### src/rtl/accu_window_ctrl_pkg.sv
// accu_pkg: shared types and sizing helpers for the window accumulator.
//   state_e     - controller state encoding
//   WIN_LEN_DEF - default samples per window
//   clog2()     - constant function used to size the sample counter
package accu_pkg;

  typedef enum logic [1:0] {
    IDLE     = 2'd0,
    RUN      = 2'd1,
    STOPPING = 2'd2
  } state_e;

  localparam int WIN_LEN_DEF = 50;

  function automatic int clog2(input int v);
    int r;
    r = 0;
    while ((1 << r) < v) r++;
    return r;
  endfunction

endpackage

### src/rtl/accu_window_ctrl_core.sv
// accu_core: signed ACC_W-wide running sum.
//   clk, rst_n : clock, async active-low reset (sum -> 0)
//   clr        : restart the sum; with add_en the sample becomes the new sum
//   add_en     : add sample to the sum
//   sample     : sign-extended operand
//   sum        : current accumulated value
module accu_core #(
  parameter int ACC_W = 38
) (
  input  logic             clk,
  input  logic             rst_n,
  input  logic             clr,
  input  logic             add_en,
  input  logic [ACC_W-1:0] sample,
  output logic [ACC_W-1:0] sum
);

  always_ff @(posedge clk or negedge rst_n) begin
    if (!rst_n) begin
      sum <= '0;
    end else if (clr) begin
      sum <= add_en ? sample : '0;
    end else if (add_en) begin
      sum <= sum + sample;
    end
  end

endmodule

### src/rtl/accu_window_ctrl.sv
// accu_window_ctrl: sums fixed windows of WIN_LEN signed samples and hands
// each sum to a downstream FIFO over valid/ready, with start/stop sequencing.
//   clk, rst_n          : clock, async active-low reset
//   start, stop         : one-cycle sequencing pulses
//   in_valid/in_ready   : sample handshake, in_data signed DATA_W
//   out_valid/out_ready : result handshake, out_data signed ACC_W
//   busy                : controller not idle
//   win_count           : completed windows since reset (wraps)
//
// state    | meaning
// ---------+-------------------------------------------------------------
// IDLE     | not accumulating; in_ready low; pending result still drains
// RUN      | accumulating windows back to back
// STOPPING | finishing the current window, then back to IDLE
module accu_window_ctrl
  import accu_pkg::*;
#(
  parameter int DATA_W  = 32,
  parameter int WIN_LEN = WIN_LEN_DEF,
  parameter int CNT_W   = (clog2(WIN_LEN) < 1) ? 1 : clog2(WIN_LEN)
) (
  input  logic                      clk,
  input  logic                      rst_n,
  input  logic                      start,
  input  logic                      stop,
  input  logic                      in_valid,
  output logic                      in_ready,
  input  logic [DATA_W-1:0]         in_data,
  output logic                      out_valid,
  input  logic                      out_ready,
  output logic [DATA_W+CNT_W-1:0]   out_data,
  output logic                      busy,
  output logic [15:0]               win_count
);

  localparam int ACC_W = DATA_W + CNT_W;

  state_e             state;
  logic [CNT_W-1:0]   sample_cnt;
  logic [ACC_W-1:0]   acc;
  logic [ACC_W-1:0]   sample_ext;
  logic               cnt_last;
  logic               accept;
  logic               win_done;
  logic               xfer;
  logic               core_clr;
  logic               core_add;

  assign sample_ext = {{CNT_W{in_data[DATA_W-1]}}, in_data};
  assign cnt_last   = (sample_cnt == CNT_W'(WIN_LEN - 1));

  // The last sample of a window is held off while the result slot is still
  // occupied; this makes in_ready combinational on out_ready.
  assign in_ready = (state != IDLE) && !(cnt_last && out_valid && !out_ready);
  assign accept   = in_valid && in_ready;
  assign win_done = accept && cnt_last;
  assign xfer     = out_valid && out_ready;
  assign busy     = (state != IDLE);

  assign core_clr = ((state == IDLE) && start && !stop) || win_done;
  assign core_add = accept && !cnt_last;

  accu_core #(.ACC_W(ACC_W)) u_core (
    .clk    (clk),
    .rst_n  (rst_n),
    .clr    (core_clr),
    .add_en (core_add),
    .sample (sample_ext),
    .sum    (acc)
  );

  always_ff @(posedge clk or negedge rst_n) begin
    if (!rst_n) begin
      state <= IDLE;
    end else begin
      case (state)
        IDLE: begin
          if (start && !stop) state <= RUN;
        end
        RUN: begin
          if (stop) state <= (sample_cnt == '0 && !accept) ? IDLE : STOPPING;
        end
        STOPPING: begin
          if (win_done) state <= IDLE;
        end
        default: state <= IDLE;
      endcase
    end
  end

  always_ff @(posedge clk or negedge rst_n) begin
    if (!rst_n) begin
      sample_cnt <= '0;
    end else if ((state == IDLE) && start && !stop) begin
      sample_cnt <= '0;
    end else if (accept) begin
      sample_cnt <= cnt_last ? '0 : sample_cnt + CNT_W'(1);
    end
  end

  // A new sum may land in the same cycle the previous one transfers; the
  // load takes priority so out_valid stays high without a bubble.
  always_ff @(posedge clk or negedge rst_n) begin
    if (!rst_n) begin
      out_valid <= 1'b0;
      out_data  <= '0;
      win_count <= '0;
    end else begin
      if (win_done) begin
        out_data  <= acc + sample_ext;
        out_valid <= 1'b1;
        win_count <= win_count + 16'd1;
      end else if (xfer) begin
        out_valid <= 1'b0;
      end
    end
  end

endmodule

### config.mk
export PLATFORM = sky130hd
export DESIGN_NAME = accu_window_ctrl
export DESIGN_NICKNAME = d
export VERILOG_FILES = /design/src/rtl/accu_window_ctrl_pkg.sv /design/src/rtl/accu_window_ctrl_core.sv /design/src/rtl/accu_window_ctrl.sv
export SDC_FILE = /design/constraint.sdc
export NUM_CORES = 1
export LEC_CHECK = 0
export BUFFER_PORTS_ARGS = -buffer_cell sky130_fd_sc_hd__buf_2
export CAP_MARGIN = 40
export CORE_MARGIN = 3
export CORE_UTILIZATION = 56
export CTS_CLUSTER_SIZE = 12
export DETAILED_ROUTE_END_ITERATION = 8
export HOLD_SLACK_MARGIN = 0.1
export PLACE_DENSITY = 0.79
export SLEW_MARGIN = 20
export SYNTH_ARGS = -nofsm -noshare
export SYNTH_HDL_FRONTEND = slang
export SYNTH_SLANG_ARGS = --single-unit
export TNS_END_PERCENT = 5
### constraint.sdc
create_clock -name clk -period 3.9 [get_ports clk]
set_clock_uncertainty 0.1 [all_clocks]
set_input_delay 0.78 -clock clk [delete_from_list [all_inputs] [get_ports clk]]
set_output_delay 0.78 -clock clk [all_outputs]
set_load 0.02 [all_outputs]
==> results.txt <==
----------------------------------------------------
[Outcome]
  Result of the run ... complete, no violations

[Global routing]
  Overflow left after global routing ... 0
  Pin count of the biggest net entering global routing ... 60
  Via count of the first global-routing pass ... 5547
  Antenna violations before repair ... 0
  First-pass GRT wire length ... 27.6 mm
  Global router's overall resource usage ... 0.266

[Power]
  Power Dens Cells ... 624 mW/mm2
  Max rail drop VDD ... 0.516 mV
  Total power consumption of the routed design ... 4.56 mW
  Leakage ... 3.78 nW

[Placement]
  Routability congestion estimate ... 0.897
  Placed cell count ... 921
  Dpl ws ... 0.348 ns
  Port buffer count ... 94
  Standard cell area after detailed placement ... 0.00702 mm2
  Total half-perimeter wirelength after legalization and detailed placement ... 12.3 mm

[Routing]
  Via count ... 5575
  DR WL/cell ... 17.7 um
  Total Routed Length ... 16.6 mm
  Post-detailed-route DRC marker count ... 0
  Drt first-iter violations ... 373
  Number of nets with antenna violations after routing ... 0
  Drt first pass iters ... 5
  Routed vias/inst ... 5.95

[STA]
  Slew of the pin with the lowest slew margin ... 0.592 ns
  Final worst setup slack ... 0.655 ns
  Final count of hold timing violations ... 0
  Headroom to the max-slew limit ... 0.605
  Max Clock Freq ... 308 MHz
  Setup-failing EPs final ... 0
  Total negative slack ... 0 ns
  Final Slew Violations ... 0
  Shortest clock period the worst path allows after layout ... 3.25 ns
  Unrepaired setup endpoints after global routing ... false
  Hold slack final ... 0.251 ns
  Final critical-path share of the clock period ... 0.832

[CTS]
  Clock sink count ... 101
  Post-CTS repair timing setup buffer count ... 0
  Number of H-tree branching levels ... 3
  Clock root cell ... sky130_fd_sc_hd__clkbuf_16
  Cells resized by post-CTS repair ... 0
  Clock insertion delay at the later pin of the skew report ... 0.36 ns
  Number of hold-repair buffers added at the cts stage ... 0
  Clock buffer count from CTS ... 9
  Clock tree from TritonCTS ... yes
  Clock Tree Buf Depth ... 2
  Clock slew seen by the registers of the worst setup and hold paths ... 0.07 ns

[Floorplan]
  Chip Width ... 113 um
  Number of cell rows ... 38
  Num ports ... 95
  Die footprint ... 0.0128 mm2
  Initial Util ... 0.581
  Die H ... 113 um
  Core box area ... 0.0110 mm2

[Setup path]
  Critical Path Fanout Max ... 4
  Crit path kind ... input pin to flop
  Kind of launch point of the worst setup path ... input pin
  Data arrival time at the worst-slack endpoint ... 3.39 ns
  Sort of element at the end of the critical path ... flop
  CP required ... 4.05 ns

[Logic synthesis]
  Number of distinct library cells after synthesis ... 71
  Count of synthesis-stage warnings from yosys ... 0
  Count of mapped cells out of synthesis ... 707
  Total of flip-flops plus latches after synthesis ... 101
  Synth Area per Inst ... 9.07 um2
  Post-synth EDFFs ... 0
  Sequential element share of the synthesized area ... 0.394
  Post-synth top flop ... sky130_fd_sc_hd__dfrtp_1
  Share of synthesized flip-flops with an asynchronous set or reset ... 1.00
  Mapped Nets ... 787
  Post-Syn Area ... 0.00641 mm2

[Final layout]
  Post-route cell area ... 0.00730 mm2
  Non-filler cells in the finished layout ... 937
  Area growth from synthesis to layout ... 13.9%
  Nets@finish ... 872
  Layout cell share with drive strength beyond 1 ... 0.199
  Final core area utilization ... 0.662
  Antenna cell count ... 0

[Flow run]
  Max_cap viols ... 0

[Min path]
  Path type of the worst min-delay path ... input pin to asynchronous set/reset pin

----------------------------------------------------
-- worst max-delay path, cell delays in order --
cell and delay (ns):
sky130_fd_sc_hd__buf_2 0.10, sky130_fd_sc_hd__ha_1 0.20, sky130_fd_sc_hd__inv_1 0.08, sky130_fd_sc_hd__fa_1 0.26, sky130_fd_sc_hd__nor2b_4 0.06, sky130_fd_sc_hd__o211ai_1 0.36, sky130_fd_sc_hd__a211oi_4 0.15, sky130_fd_sc_hd__o31ai_2 0.54
sky130_fd_sc_hd__o311ai_1 0.20, sky130_fd_sc_hd__a41oi_1 0.28, sky130_fd_sc_hd__xnor2_1 0.11, sky130_fd_sc_hd__mux2_4 0.26
-- cell usage after synthesis (18+ instances only) --
library cell               instances  share of area
sky130_fd_sc_hd__inv_1            22          0.013
sky130_fd_sc_hd__clkbuf_1         22          0.013
sky130_fd_sc_hd__xnor2_1          29          0.040
sky130_fd_sc_hd__a21o_1           18          0.021
sky130_fd_sc_hd__a21oi_1          42          0.033
sky130_fd_sc_hd__dfrtp_1         101           0.39
sky130_fd_sc_hd__nand2_1         134          0.078
sky130_fd_sc_hd__nand3_1          19          0.015
sky130_fd_sc_hd__ha_1             41          0.080
sky130_fd_sc_hd__nor2_1           33          0.019
sky130_fd_sc_hd__o21ai_0          49          0.038
sky130_fd_sc_hd__xor2_1           18          0.025
-- power breakdown --
group,internal (mW),switching [mW]
Sequential,1.23,0.124
Clock,0.455,0.409
Combinational,0.923,1.41
Total,2.61,1.95
-- flip-flops by register name, indices dropped and copies added, names as in the netlist --
| register | flops |
|---|---|
| sample_cnt | 6 |
| win_count | 16 |
| out_valid | 1 |
| u_core.sum | 38 |
| state | 2 |
| out_data | 38 |
-- cell usage in the layout (no fill, tap or decap), types with 5 or more instances in the layout --
| cell type | n |
|---|---|
| sky130_fd_sc_hd__a22o_1 | 16 |
| sky130_fd_sc_hd__xnor2_1 | 29 |
| sky130_fd_sc_hd__or3_1 | 6 |
| sky130_fd_sc_hd__xor2_1 | 18 |
| sky130_fd_sc_hd__nand3_1 | 19 |
| sky130_fd_sc_hd__nand4_1 | 12 |
| sky130_fd_sc_hd__nor3_1 | 11 |
| sky130_fd_sc_hd__a21o_1 | 18 |
| sky130_fd_sc_hd__dfrtp_1 | 101 |
| sky130_fd_sc_hd__buf_4 | 10 |
| sky130_fd_sc_hd__and2_1 | 5 |
| sky130_fd_sc_hd__a21oi_1 | 41 |
| sky130_fd_sc_hd__clkbuf_16 | 9 |
| sky130_fd_sc_hd__nor2_1 | 32 |
| sky130_fd_sc_hd__o21bai_1 | 6 |
| sky130_fd_sc_hd__nand2_1 | 134 |
| sky130_fd_sc_hd__a211o_1 | 9 |
| sky130_fd_sc_hd__a21oi_2 | 5 |
| sky130_fd_sc_hd__buf_2 | 93 |
| sky130_fd_sc_hd__inv_1 | 22 |
| sky130_fd_sc_hd__o41ai_1 | 5 |
| sky130_fd_sc_hd__o211ai_1 | 7 |
| sky130_fd_sc_hd__o21a_1 | 5 |
| sky130_fd_sc_hd__o21ai_0 | 49 |
| sky130_fd_sc_hd__ha_1 | 41 |
| sky130_fd_sc_hd__mux2_2 | 9 |
| sky130_fd_sc_hd__a31oi_1 | 7 |
| sky130_fd_sc_hd__and3_1 | 8 |
-- cell type report --
type	instances	area, um2
inverter	22	82.6
multi-input combinational	553	3660
clock inverter	4	32.5
fill	898	3730
tap	140	175
clock buffer	12	246
timing repair buffer	105	579
sequential	101	2530
-- cell families (layout without fill, tap and decap cells) --
logic type | after synthesis | in the layout | share of synthesized area
adders and majority gates | 42 | 42 | 0.0831
AOI/OAI and AO/OA | 200 | 200 | 0.216
xor gates and xnor gates | 47 | 47 | 0.0642
and+or+nand+nor | 254 | 254 | 0.188
DFF | 101 | 101 | 0.394
buffers and inverters | 53 | 143 | 0.0365
muxes | 10 | 10 | 0.0181
-- path summary, 6_finish.rpt --
check | cells after the start | end | startpoint | slack, ns
setup / recovery | 12 | out_data[34] | in_data[0] | 0.65
hold / removal | 1 | win_count[13] | rst_n | 0.25
setup reg to reg | 11 | out_data[34] | u_core.sum[0] | 0.80
hold reg to reg | 1 | win_count[15] | win_count[15] | 0.37
max in group asynchronous | 2 | out_data[26] | rst_n | 2.82
min in group clk | 1 | win_count[15] | win_count[15] | 0.37
-- routing by layer --
layer  up-vias  GRT usage  share of wire
li1       2694          -              -
met1      2686      0.363           0.45
met2       176      0.438           0.48
met3        19     0.0540          0.057
met4         0     0.0617          0.014
met5         -          0              0
Note: power is estimated with default switching activity, not from simulation.
